[src/rtl/cpu_log_extractor.sv]
// -----------------------------------------------------------------------------
// cpu_log_extractor
//
// Parses the CPU-trace character stream into binary write records. It accepts
// two line forms (hex digits are lowercase only):
//   register write : ^<time>@<pc>: $<grf> <= <data>#
//   memory write   : ^<time>@<pc>: *<addr> <= <data>#
// Each completed record goes into a 2-entry FIFO, which is drained through a
// valid/ready handshake. A record that arrives while the FIFO is full, with no
// pop in the same cycle, is discarded and counted in a saturating counter.
//
// Optional build macro:
//   CPU_LOG_GRF0_FILTER_EN - if defined, completed register-write records that
//                            target grf 0 are silently discarded. They are not
//                            pushed and not counted.
//
// Parameters:
//   DROP_W     width of the saturating drop counter
//
// Ports:
//   clk        in   1       rising-edge clock
//   reset      in   1       asynchronous, active-low reset
//   char       in   8       ASCII character, one sampled every cycle
//   rec_valid  out  1       FIFO head holds a record
//   rec_ready  in   1       consumer accepts the head this cycle
//   rec_type   out  1       0 = register write, 1 = memory write
//   rec_time   out  14      decimal time field, binary
//   rec_pc     out  32      hex PC field
//   rec_dest   out  32      grf number (zero-extended) or memory address
//   rec_data   out  32      hex data field
//   drop_cnt   out  DROP_W  records discarded because the FIFO was full
// -----------------------------------------------------------------------------
module cpu_log_extractor #(
    parameter int DROP_W = 8
) (
    input  logic              clk,
    input  logic              reset,
    input  logic [7:0]        char,
    output logic              rec_valid,
    input  logic              rec_ready,
    output logic              rec_type,
    output logic [13:0]       rec_time,
    output logic [31:0]       rec_pc,
    output logic [31:0]       rec_dest,
    output logic [31:0]       rec_data,
    output logic [DROP_W-1:0] drop_cnt
);

    typedef enum logic [3:0] {
        S_IDLE,
        S_TIME,
        S_PC,
        S_COLON,
        S_SP1,
        S_GRF,
        S_ADDR,
        S_SP2,
        S_EQ,
        S_SP3,
        S_DATA,
        S_END
    } state_t;

    typedef struct packed {
        logic        f_type;
        logic [13:0] f_time;
        logic [31:0] f_pc;
        logic [31:0] f_dest;
        logic [31:0] f_data;
    } rec_t;

    localparam logic [7:0] C_CARET  = 8'h5E;  // ^
    localparam logic [7:0] C_AT     = 8'h40;  // @
    localparam logic [7:0] C_COLON  = 8'h3A;  // :
    localparam logic [7:0] C_SP     = 8'h20;  // space
    localparam logic [7:0] C_DOLLAR = 8'h24;  // $
    localparam logic [7:0] C_STAR   = 8'h2A;  // *
    localparam logic [7:0] C_LT     = 8'h3C;  // <
    localparam logic [7:0] C_EQ     = 8'h3D;  // =
    localparam logic [7:0] C_HASH   = 8'h23;  // #

    // ------------------------------------------------------------------
    // Character classification
    // ------------------------------------------------------------------
    logic       w_is_dec;
    logic       w_is_hex;
    logic [3:0] w_nibble;

    assign w_is_dec = (char >= 8'h30) && (char <= 8'h39);
    assign w_is_hex = w_is_dec || ((char >= 8'h61) && (char <= 8'h66));
    // The low nibble of '0'..'9' is the digit itself. For 'a'..'f' it is 1..6,
    // so adding 9 gives 10..15.
    assign w_nibble = w_is_dec ? char[3:0] : (char[3:0] + 4'd9);

    // ------------------------------------------------------------------
    // Parser state and field accumulators
    // ------------------------------------------------------------------
    state_t      r_state;
    logic [3:0]  r_cnt;
    logic        r_type;
    logic [13:0] r_time;
    logic [31:0] r_pc;
    logic [31:0] r_dest;
    logic [31:0] r_data;

    state_t      w_state_nxt;
    logic [3:0]  w_cnt_nxt;
    logic        w_type_nxt;
    logic [13:0] w_time_nxt;
    logic [31:0] w_pc_nxt;
    logic [31:0] w_dest_nxt;
    logic [31:0] w_data_nxt;
    logic        w_complete;
    logic        w_err;

    // The decimal fields are kept at 14 bits. 9999 is the largest value that
    // four digits can form, and it fits.
    logic [13:0] w_time_dec;
    logic [13:0] w_grf_dec;

    assign w_time_dec = r_time * 14'd10 + {10'd0, char[3:0]};
    assign w_grf_dec  = r_dest[13:0] * 14'd10 + {10'd0, char[3:0]};

    always_comb begin
        // NOTE: every signal gets a default before the case statement. A path
        // that does not assign a signal then keeps the default, and no latch
        // is inferred.
        w_state_nxt = r_state;
        w_cnt_nxt   = r_cnt;
        w_type_nxt  = r_type;
        w_time_nxt  = r_time;
        w_pc_nxt    = r_pc;
        w_dest_nxt  = r_dest;
        w_data_nxt  = r_data;
        w_complete  = 1'b0;
        w_err       = 1'b0;

        if (char == C_CARET) begin
            // A caret always starts a new line, whatever state the parser is in.
            w_state_nxt = S_TIME;
            w_cnt_nxt   = '0;
            w_type_nxt  = 1'b0;
            w_time_nxt  = '0;
            w_pc_nxt    = '0;
            w_dest_nxt  = '0;
            w_data_nxt  = '0;
        end else begin
            unique case (r_state)
                S_IDLE: ;
                S_TIME: begin
                    if (w_is_dec && (r_cnt < 4'd4)) begin
                        w_time_nxt = w_time_dec;
                        w_cnt_nxt  = r_cnt + 4'd1;
                    end else if ((char == C_AT) && (r_cnt != 4'd0)) begin
                        w_state_nxt = S_PC;
                        w_cnt_nxt   = '0;
                    end else begin
                        w_err = 1'b1;
                    end
                end
                S_PC: begin
                    if (w_is_hex) begin
                        w_pc_nxt = {r_pc[27:0], w_nibble};
                        if (r_cnt == 4'd7) begin
                            w_state_nxt = S_COLON;
                            w_cnt_nxt   = '0;
                        end else begin
                            w_cnt_nxt = r_cnt + 4'd1;
                        end
                    end else begin
                        w_err = 1'b1;
                    end
                end
                S_COLON: begin
                    if (char == C_COLON) w_state_nxt = S_SP1;
                    else                 w_err = 1'b1;
                end
                S_SP1: begin
                    if (char == C_DOLLAR) begin
                        w_state_nxt = S_GRF;
                        w_type_nxt  = 1'b0;
                    end else if (char == C_STAR) begin
                        w_state_nxt = S_ADDR;
                        w_type_nxt  = 1'b1;
                    end else if (char != C_SP) begin
                        w_err = 1'b1;
                    end
                end
                S_GRF: begin
                    if (w_is_dec && (r_cnt < 4'd4)) begin
                        w_dest_nxt = {18'd0, w_grf_dec};
                        w_cnt_nxt  = r_cnt + 4'd1;
                    end else if ((char == C_SP) && (r_cnt != 4'd0)) begin
                        w_state_nxt = S_SP2;
                    end else if ((char == C_LT) && (r_cnt != 4'd0)) begin
                        w_state_nxt = S_EQ;
                    end else begin
                        w_err = 1'b1;
                    end
                end
                S_ADDR: begin
                    if (w_is_hex) begin
                        w_dest_nxt = {r_dest[27:0], w_nibble};
                        if (r_cnt == 4'd7) begin
                            w_state_nxt = S_SP2;
                            w_cnt_nxt   = '0;
                        end else begin
                            w_cnt_nxt = r_cnt + 4'd1;
                        end
                    end else begin
                        w_err = 1'b1;
                    end
                end
                S_SP2: begin
                    if (char == C_LT)      w_state_nxt = S_EQ;
                    else if (char != C_SP) w_err = 1'b1;
                end
                S_EQ: begin
                    if (char == C_EQ) begin
                        w_state_nxt = S_SP3;
                        w_cnt_nxt   = '0;
                    end else begin
                        w_err = 1'b1;
                    end
                end
                S_SP3: begin
                    if (w_is_hex) begin
                        // The first data digit leaves SP3, so the count starts at 1.
                        w_state_nxt = S_DATA;
                        w_data_nxt  = {r_data[27:0], w_nibble};
                        w_cnt_nxt   = 4'd1;
                    end else if (char != C_SP) begin
                        w_err = 1'b1;
                    end
                end
                S_DATA: begin
                    if (w_is_hex) begin
                        w_data_nxt = {r_data[27:0], w_nibble};
                        if (r_cnt == 4'd7) begin
                            w_state_nxt = S_END;
                            w_cnt_nxt   = '0;
                        end else begin
                            w_cnt_nxt = r_cnt + 4'd1;
                        end
                    end else begin
                        w_err = 1'b1;
                    end
                end
                S_END: begin
                    if (char == C_HASH) w_complete = 1'b1;
                    else                w_err = 1'b1;
                end
                default: w_err = 1'b1;
            endcase
        end

        // An error and a completed line both return the parser to IDLE with
        // cleared fields. The record itself is taken from the registers, which
        // are still intact this cycle.
        if (w_err || w_complete) begin
            w_state_nxt = S_IDLE;
            w_cnt_nxt   = '0;
            w_type_nxt  = 1'b0;
            w_time_nxt  = '0;
            w_pc_nxt    = '0;
            w_dest_nxt  = '0;
            w_data_nxt  = '0;
        end
    end

    // NOTE: sequential state uses non-blocking assignments. All flops then
    // update together at the edge, no matter what order the statements are in.
    always_ff @(posedge clk or negedge reset) begin
        if (!reset) begin
            r_state <= S_IDLE;
        end else begin
            r_state <= w_state_nxt;
        end
    end

    always_ff @(posedge clk or negedge reset) begin
        if (!reset) begin
            r_cnt  <= '0;
            r_type <= 1'b0;
            r_time <= '0;
            r_pc   <= '0;
            r_dest <= '0;
            r_data <= '0;
        end else begin
            r_cnt  <= w_cnt_nxt;
            r_type <= w_type_nxt;
            r_time <= w_time_nxt;
            r_pc   <= w_pc_nxt;
            r_dest <= w_dest_nxt;
            r_data <= w_data_nxt;
        end
    end

    // ------------------------------------------------------------------
    // Record push decision
    // ------------------------------------------------------------------
    rec_t w_new;
    logic w_push_req;

    assign w_new = '{f_type: r_type, f_time: r_time, f_pc: r_pc,
                     f_dest: r_dest, f_data: r_data};

`ifdef CPU_LOG_GRF0_FILTER_EN
    assign w_push_req = w_complete && !((r_type == 1'b0) && (r_dest == 32'd0));
`else
    assign w_push_req = w_complete;
`endif

    // ------------------------------------------------------------------
    // 2-entry FIFO: r_head drives the outputs, and r_tail is the second slot.
    // ------------------------------------------------------------------
    rec_t              r_head;
    rec_t              r_tail;
    logic              r_head_vld;
    logic              r_tail_vld;
    logic [DROP_W-1:0] r_drop;

    logic w_pop;
    logic w_accept;
    logic w_drop;

    assign w_pop    = r_head_vld && rec_ready;
    // The FIFO is full only when the tail is occupied. A pop in the same
    // cycle frees a slot, so the new record is still accepted.
    assign w_accept = w_push_req && (!r_tail_vld || w_pop);
    assign w_drop   = w_push_req && !w_accept;

    always_ff @(posedge clk or negedge reset) begin
        if (!reset) begin
            // NOTE: the storage slots are reset as well as the valid bits,
            // because the record outputs must read zero after reset.
            r_head     <= '0;
            r_tail     <= '0;
            r_head_vld <= 1'b0;
            r_tail_vld <= 1'b0;
        end else if (w_pop) begin
            if (r_tail_vld) begin
                r_head <= r_tail;
                if (w_accept) r_tail <= w_new;
                else          r_tail_vld <= 1'b0;
            end else begin
                if (w_accept) r_head <= w_new;
                else          r_head_vld <= 1'b0;
            end
        end else if (w_accept) begin
            if (!r_head_vld) begin
                r_head     <= w_new;
                r_head_vld <= 1'b1;
            end else begin
                r_tail     <= w_new;
                r_tail_vld <= 1'b1;
            end
        end
    end

    always_ff @(posedge clk or negedge reset) begin
        if (!reset) begin
            r_drop <= '0;
        end else if (w_drop && (r_drop != {DROP_W{1'b1}})) begin
            r_drop <= r_drop + {{(DROP_W-1){1'b0}}, 1'b1};
        end
    end

    assign rec_valid = r_head_vld;
    assign rec_type  = r_head.f_type;
    assign rec_time  = r_head.f_time;
    assign rec_pc    = r_head.f_pc;
    assign rec_dest  = r_head.f_dest;
    assign rec_data  = r_head.f_data;
    assign drop_cnt  = r_drop;

endmodule

[config.mk]
export PLATFORM = sky130hd
export DESIGN_NAME = cpu_log_extractor
export DESIGN_NICKNAME = d
export VERILOG_FILES = /design/src/rtl/cpu_log_extractor.sv
export SDC_FILE = /design/constraint.sdc
export NUM_CORES = 1
export LEC_CHECK = 0
export ABC_AREA = 0
export ABC_CLOCK_PERIOD_IN_PS = 4300
export BUFFER_PORTS_ARGS = -buffer_cell sky130_fd_sc_hd__buf_2
export CAP_MARGIN = 10
export CORE_UTILIZATION = 35
export CTS_CLUSTER_SIZE = 20
export DETAILED_ROUTE_END_ITERATION = 6
export PLACE_DENSITY = 0.56
export SYNTH_ARGS = -nofsm -noshare
export SYNTH_HDL_FRONTEND = slang
export SYNTH_SLANG_ARGS = --single-unit
[constraint.sdc]
create_clock -name clk -period 4.3 [get_ports clk]
set_clock_uncertainty 0.1 [all_clocks]
set_input_delay 0.215 -clock clk [delete_from_list [all_inputs] [get_ports clk]]
set_output_delay 0.215 -clock clk [all_outputs]
set_load 0.005 [all_outputs]
== Yosys cells after proc, flatten, opt, wreduce, memory -nomap -nowiden ==
Cells that the tools add are included.

* Bits of input ports: 11
* Bits in registers: 351
* Output and inout port bits: 120

* Order comparisons: 5
* Reduce and logical (&&, ||, !) cells: 43
* Add/sub/neg operators: 5
* Muxes and demuxes: 90
* $mul: 2
* Eq/ne operators: 45

{| class="wikitable"
|+ Operators with widths
! cell !! count
|-
| $mux 111 || 9
|-
| $mux 32 || 12
|-
| $mux 4 || 29
|-
| $pmux 32 s2 || 1
|-
| $eq 8x6->1 const B || 7
|-
| $mux 14 || 4
|-
| $ne 4x4->1 const B || 14
|-
| $pmux 4 s10 || 1
|-
| $mux 1 || 32
|-
| $add 14x4->14 || 2
|-
| $mul 14x3->13 const B || 2
|-
| $eq 4x3->1 const B || 5
|-
| $pmux 4 s5 || 1
|-
| $reduce_bool 3->1 || 6
|-
| $eq 4x4->1 const B || 4
|-
| $eq 8x7->1 const B || 2
|-
| $reduce_and 16->1 || 1
|-
| $ne 5x5->1 const B || 3
|-
| $reduce_and 3->1 || 4
|-
| $reduce_bool 12->1 || 1
|-
| $reduce_bool 4->1 || 3
|-
| $logic_and 1x1->1 || 10
|-
| $pmux 1 s10 || 1
|-
| $reduce_and 2->1 || 5
|-
| other kinds (23) || 31
|}

== Logic depth before layout (Yosys ltp) ==
* Depth after elaboration: 10
* Depth in mapped cells: 12

== Worst setup path before layout ==
Ideal clock, no wire load.

* Kind: register to register
* Start: register r_time[1]
* End: register r_time[13]
* Arrival: 3.027 ns
* Path buffers: 0
* Path slack: 1.031 ns
* Required time: 4.058 ns
* Stages on the path, launching flop included: 12
* Cells stage by stage: dfrtp_1 > ha_1 > ha_1 > inv_1 > fa_1 > xnor2_1 > nor4b_1 > nand4_1 > nor3_1 > a31oi_1 > a2111oi_0 > o21ai_0

* Longest elaborated chain between the ends: 6

{| class="wikitable"
|+ RTL lines
! item !! line !! text
|-
| from (decl) || 101 || <nowiki>logic [13:0] r_time;</nowiki>
|-
| from (signal assigned) || 292 || <nowiki>r_time <= w_time_nxt;</nowiki>
|-
| $mul 14x3->13 || 121 || <nowiki>assign w_time_dec = r_time * 14'd10 + {10'd0, char[3:0]};</nowiki>
|-
| $add 14x4->14 || 121 ||
|-
| $mux 14 || 151 || <nowiki>if (w_is_dec && (r_cnt < 4'd4)) begin</nowiki>
|-
| $mux 14 || 148 || <nowiki>unique case (r_state)</nowiki>
|-
| $mux 14 || 138 || <nowiki>if (char == C_CARET) begin</nowiki>
|-
| $mux 14 || 260 || <nowiki>if (w_err || w_complete) begin</nowiki>
|}

No other way between the ends. The select of a mux whose other input is x is not followed.
A chain may end at the register's enable or synchronous reset.

== Worst setup path after layout ==
* Start: input port char[0]
* End: register r_cnt[3]

* Longest elaborated chain between the ends: 10

{| class="wikitable"
|+ RTL lines
! item !! line !! text
|-
| from (decl) || 38 || <nowiki>input logic [7:0] char,</nowiki>
|-
| branches (longest 10 deep; another with $ge 8x6->1) || -- ||
|-
| to (signal assigned) || 290 || <nowiki>r_cnt <= w_cnt_nxt;</nowiki>
|-
| to (decl) || 99 || <nowiki>logic [3:0] r_cnt;</nowiki>
|}

Parallel ways; which one is timed is not known.

==> metrics.md <==
| Metric | Value |
|---|---|
| Count of different cell masters after synthesis | 69 |
| Startpoint types | input port |
| Die H | 221 µm |
| Seq/Total Area, Yosys | 52.2% |
| Die footprint | 0.0489 mm² |
| Fmax | 263 MHz |
| Worst Hold End | r_time[1] |
| CTS tree | built |
| R2R Setup Slk | 0.62 ns |
| Clk slew on worst S/H paths | 0.06 ns |
| Slew headroom | 35.2% |
| CTS Buf Count | 40 |
| Vias per cell | 5.15 |
| Largest net degree at the start of global routing | 214 |
| Router iterations before antenna repair | 5 |
| Top FF cell, synth | dfrtp_1 |
| Worst-Margin Slew | 0.966 ns |
| Core box area | 0.0470 mm² |
| # port buffers | 130 |
| DRC | 0 |
| Final setup fails | 0 |
| Leading area contributor after synthesis | dfrtp_1 |
| Peak supply drop | 0.000277 V |
| Global-route wire length before repair | 66,500 µm |
| First DRT Iteration DRCs | 840 |
| Clock Sinks | 351 |
| Worst Path Required | 4.69 ns |
| Routed Antenna Nets | 0 |
| Tot GR Track Use | 16.7% |
| Period minus WS final | 3.80 ns |
| Drt wl/cell | 17.1 µm |
| H-tree levels | 2 |
| Critical Path Fanout Max | 28 |
| Asr flop ratio synth | 100% |
| Starting Density | 35.8% |
| Reg area | 0.00878 mm² |
| Setup TNS Final | 0 ns |
| R2r endpoint | r_time[13] |
| Number of synthesis warnings | 0 |
| Slew Viols, Final | 0 |
| Area grow syn2layout | 16.3% |
| RSZ-0062 raised after global routing | false |
| Hold WC Path Type | input port to flip-flop |
| Syn_area_per_cell | 10.4 µm² |
| Synthesized instance count | 1,613 |
| Area of the multi-input gates | 0.00765 mm² |
| #FFs+latches synth | 351 |
| Pwr dens | 407 mW/mm² |
| Status | finished, final reports clean |
| Hold_sp | char[1] |
| Routed WL | 40,300 µm |
| Post-layout util | 41.6% |
| Number of flops mapped to enable cells by yosys | 0 |
| Critical path type | input port to flip-flop |
| Critical R2R Launch | r_time[1] |
| Post-Syn Nets | 1,680 |
| Die width | 221 µm |
| # diodes | 0 |
| I/O Pins | 131 |
| Leak pwr | 9.73 nW |
| Global route total overflow | 0 |
| Filler cells | 4,532 |
| Final #Nets | 1,787 |
| Initial antenna violation count | 0 |
| CP endpoint kind | flip-flop |
| Synth top area share | 52.2% |
| Most common cell after layout, fill and taps aside | dfrtp_1 |
| Synth area leaders | dfrtp_1 (52%), mux2_2 (7.8%), nand2_1 (6.7%) |
| CTS root buf | clkbuf_16 |
| Fin crit share | 88.3% |
| Vias in the first global route | 12,000 |
| Final hold violation count | 0 |
| Vias | 12,100 |
| Rows | 79 |
| Max-Cap Viols | 0 |
| Skew-Pair Late Insertion Delay | 0.56 ns |
| Post-DP HPWL | 26,700 µm |
| Min-Delay Path Depth | 4 |
| Layout cells sized above 1 | 20.3% |
| Most frequent cells in the layout | dfrtp_1 (351), nand2_1 (302), o21ai_0 (138) |
| Post-CTS Setup Bufs | 0 |
| Clock buffer depth | 3 |
| GP Congestion | 0.860 |
| Worst endpoint data arrival time | 4.19 ns |
| Reg2reg path depth | 11 |
| Mapped Area | 0.0168 mm² |
## cell type report
| type | instances | area share [%] |
|---|---|---|
| flip-flops and latches | 351 | 44.9 |
| multi-input cells | 1143 | 39.1 |
| clock buffers | 58 | 5.98 |
| repair buffers | 163 | 5.07 |
| well taps | 607 | 3.88 |
| clock inverters | 11 | 0.614 |
| inverters | 21 | 0.403 |
## cells in the mapped netlist (4+ instances only)
library cell,number
nand2_1,302
nor2_1,68
inv_1,21
mux2i_1,113
dfrtp_1,351
o21ai_0,138
a21o_1,4
xnor2_1,34
and3_1,7
nor4b_1,4
nand4_1,5
o21a_1,7
a211oi_1,21
nand2b_1,6
clkbuf_1,90
nand3_1,35
buf_1,6
nor2b_1,8
mux2_2,116
fa_1,4
nor3_1,21
a31oi_1,5
nand3b_1,4
ha_1,52
a311oi_1,6
a21oi_1,112
xor2_1,10
## logic make-up (layout without fill, tap and decap cells)
group,after synthesis,count (layout),share of synthesized area (%)
AOI/OAI and AO/OA,324,324,11.0
xor gates and xnor gates,45,45,2.43
adders and majority gates,56,56,4.35
buffers and inverters,119,253,2.71
DFF,351,351,52.2
muxes,229,229,14.5
and+or+nand+nor,489,489,12.8
## per-stage QoR
stage / power, mW / setup WS, ns / area, µm² / hold WS (ns) / instances
6_report: 7.96 / 0.502 / 19600 / 0.116 / 2354
2_1_floorplan: 4.26 / 1.03 / 16800 / -0.181 / 1613
4_1_cts: 8.07 / 0.550 / 19600 / 0.0977 / 2354
3_3_place_gp: 4.65 / 0.655 / 18200 / 0.219 / 2282
5_1_grt: 8.33 / 0.250 / 19600 / 0.139 / 2354
3_5_place_dp: 4.65 / 0.551 / 18200 / 0.221 / 2282
## metal layers
| layer | up-vias | track usage [%] | routed length [µm] | part of all wire, % |
|---|---|---|---|---|
| li1 | 5844 | - | - | - |
| met1 | 5978 | 22.9 | 19200 | 48 |
| met2 | 238 | 26.9 | 18600 | 46 |
| met3 | 61 | 3.11 | 1620 | 4.0 |
| met4 | 0 | 5.10 | 934 | 2.3 |
| met5 | - | 0 | 0 | 0 |
## power breakdown
| group | switching (mW) | total [mW] | internal [mW] |
|---|---|---|---|
| Combinational | 0.852 | 1.19 | 0.334 |
| Clock | 1.35 | 3.36 | 2.01 |
| Sequential | 0.0723 | 3.41 | 3.34 |
| Total | 2.28 | 7.96 | 5.68 |
## flip-flops by register name, summed over array words and instances (netlist names)
register and count:
drop_cnt 8, r_cnt 4, r_data 32, r_dest 32, r_pc 32, r_state 4
r_tail 111, r_tail_vld 1, r_time 14, r_type 1, rec_data 32, rec_dest 32
rec_pc 32, rec_time 14, rec_type 1, rec_valid 1
## worst max-delay path by stage
stage	from	to	slack, ns	depth (start not counted)
4_1_cts	char[0]	r_cnt[3]	0.55	12
3_5_place_dp	char[0]	r_pc[20]	0.55	11
2_1_floorplan	r_time[1]	r_time[13]	1.03	11
5_1_grt	r_time[1]	r_time[13]	0.25	11
6_report	char[0]	r_cnt[3]	0.50	12
3_3_place_gp	char[0]	r_cnt[3]	0.66	11
## worst max-delay path: stages
cell and delay [ns]:
dlygate4sd3_1 0.56, buf_2 0.18, inv_1 0.12, ha_1 0.27
or3b_2 0.49, or3_4 0.37, a31o_1 0.25, a2111oi_4 0.43
nand3_4 0.43, nor3b_4 0.33, or4b_1 0.46, o21ai_1 0.08
## repair_timing
action / CTS / global route
endpoints found under the hold margin: 101 / 0
hold buffers: 3 / 0
gates resized for setup: 0 / 0
(Power assumes the default switching activity.)
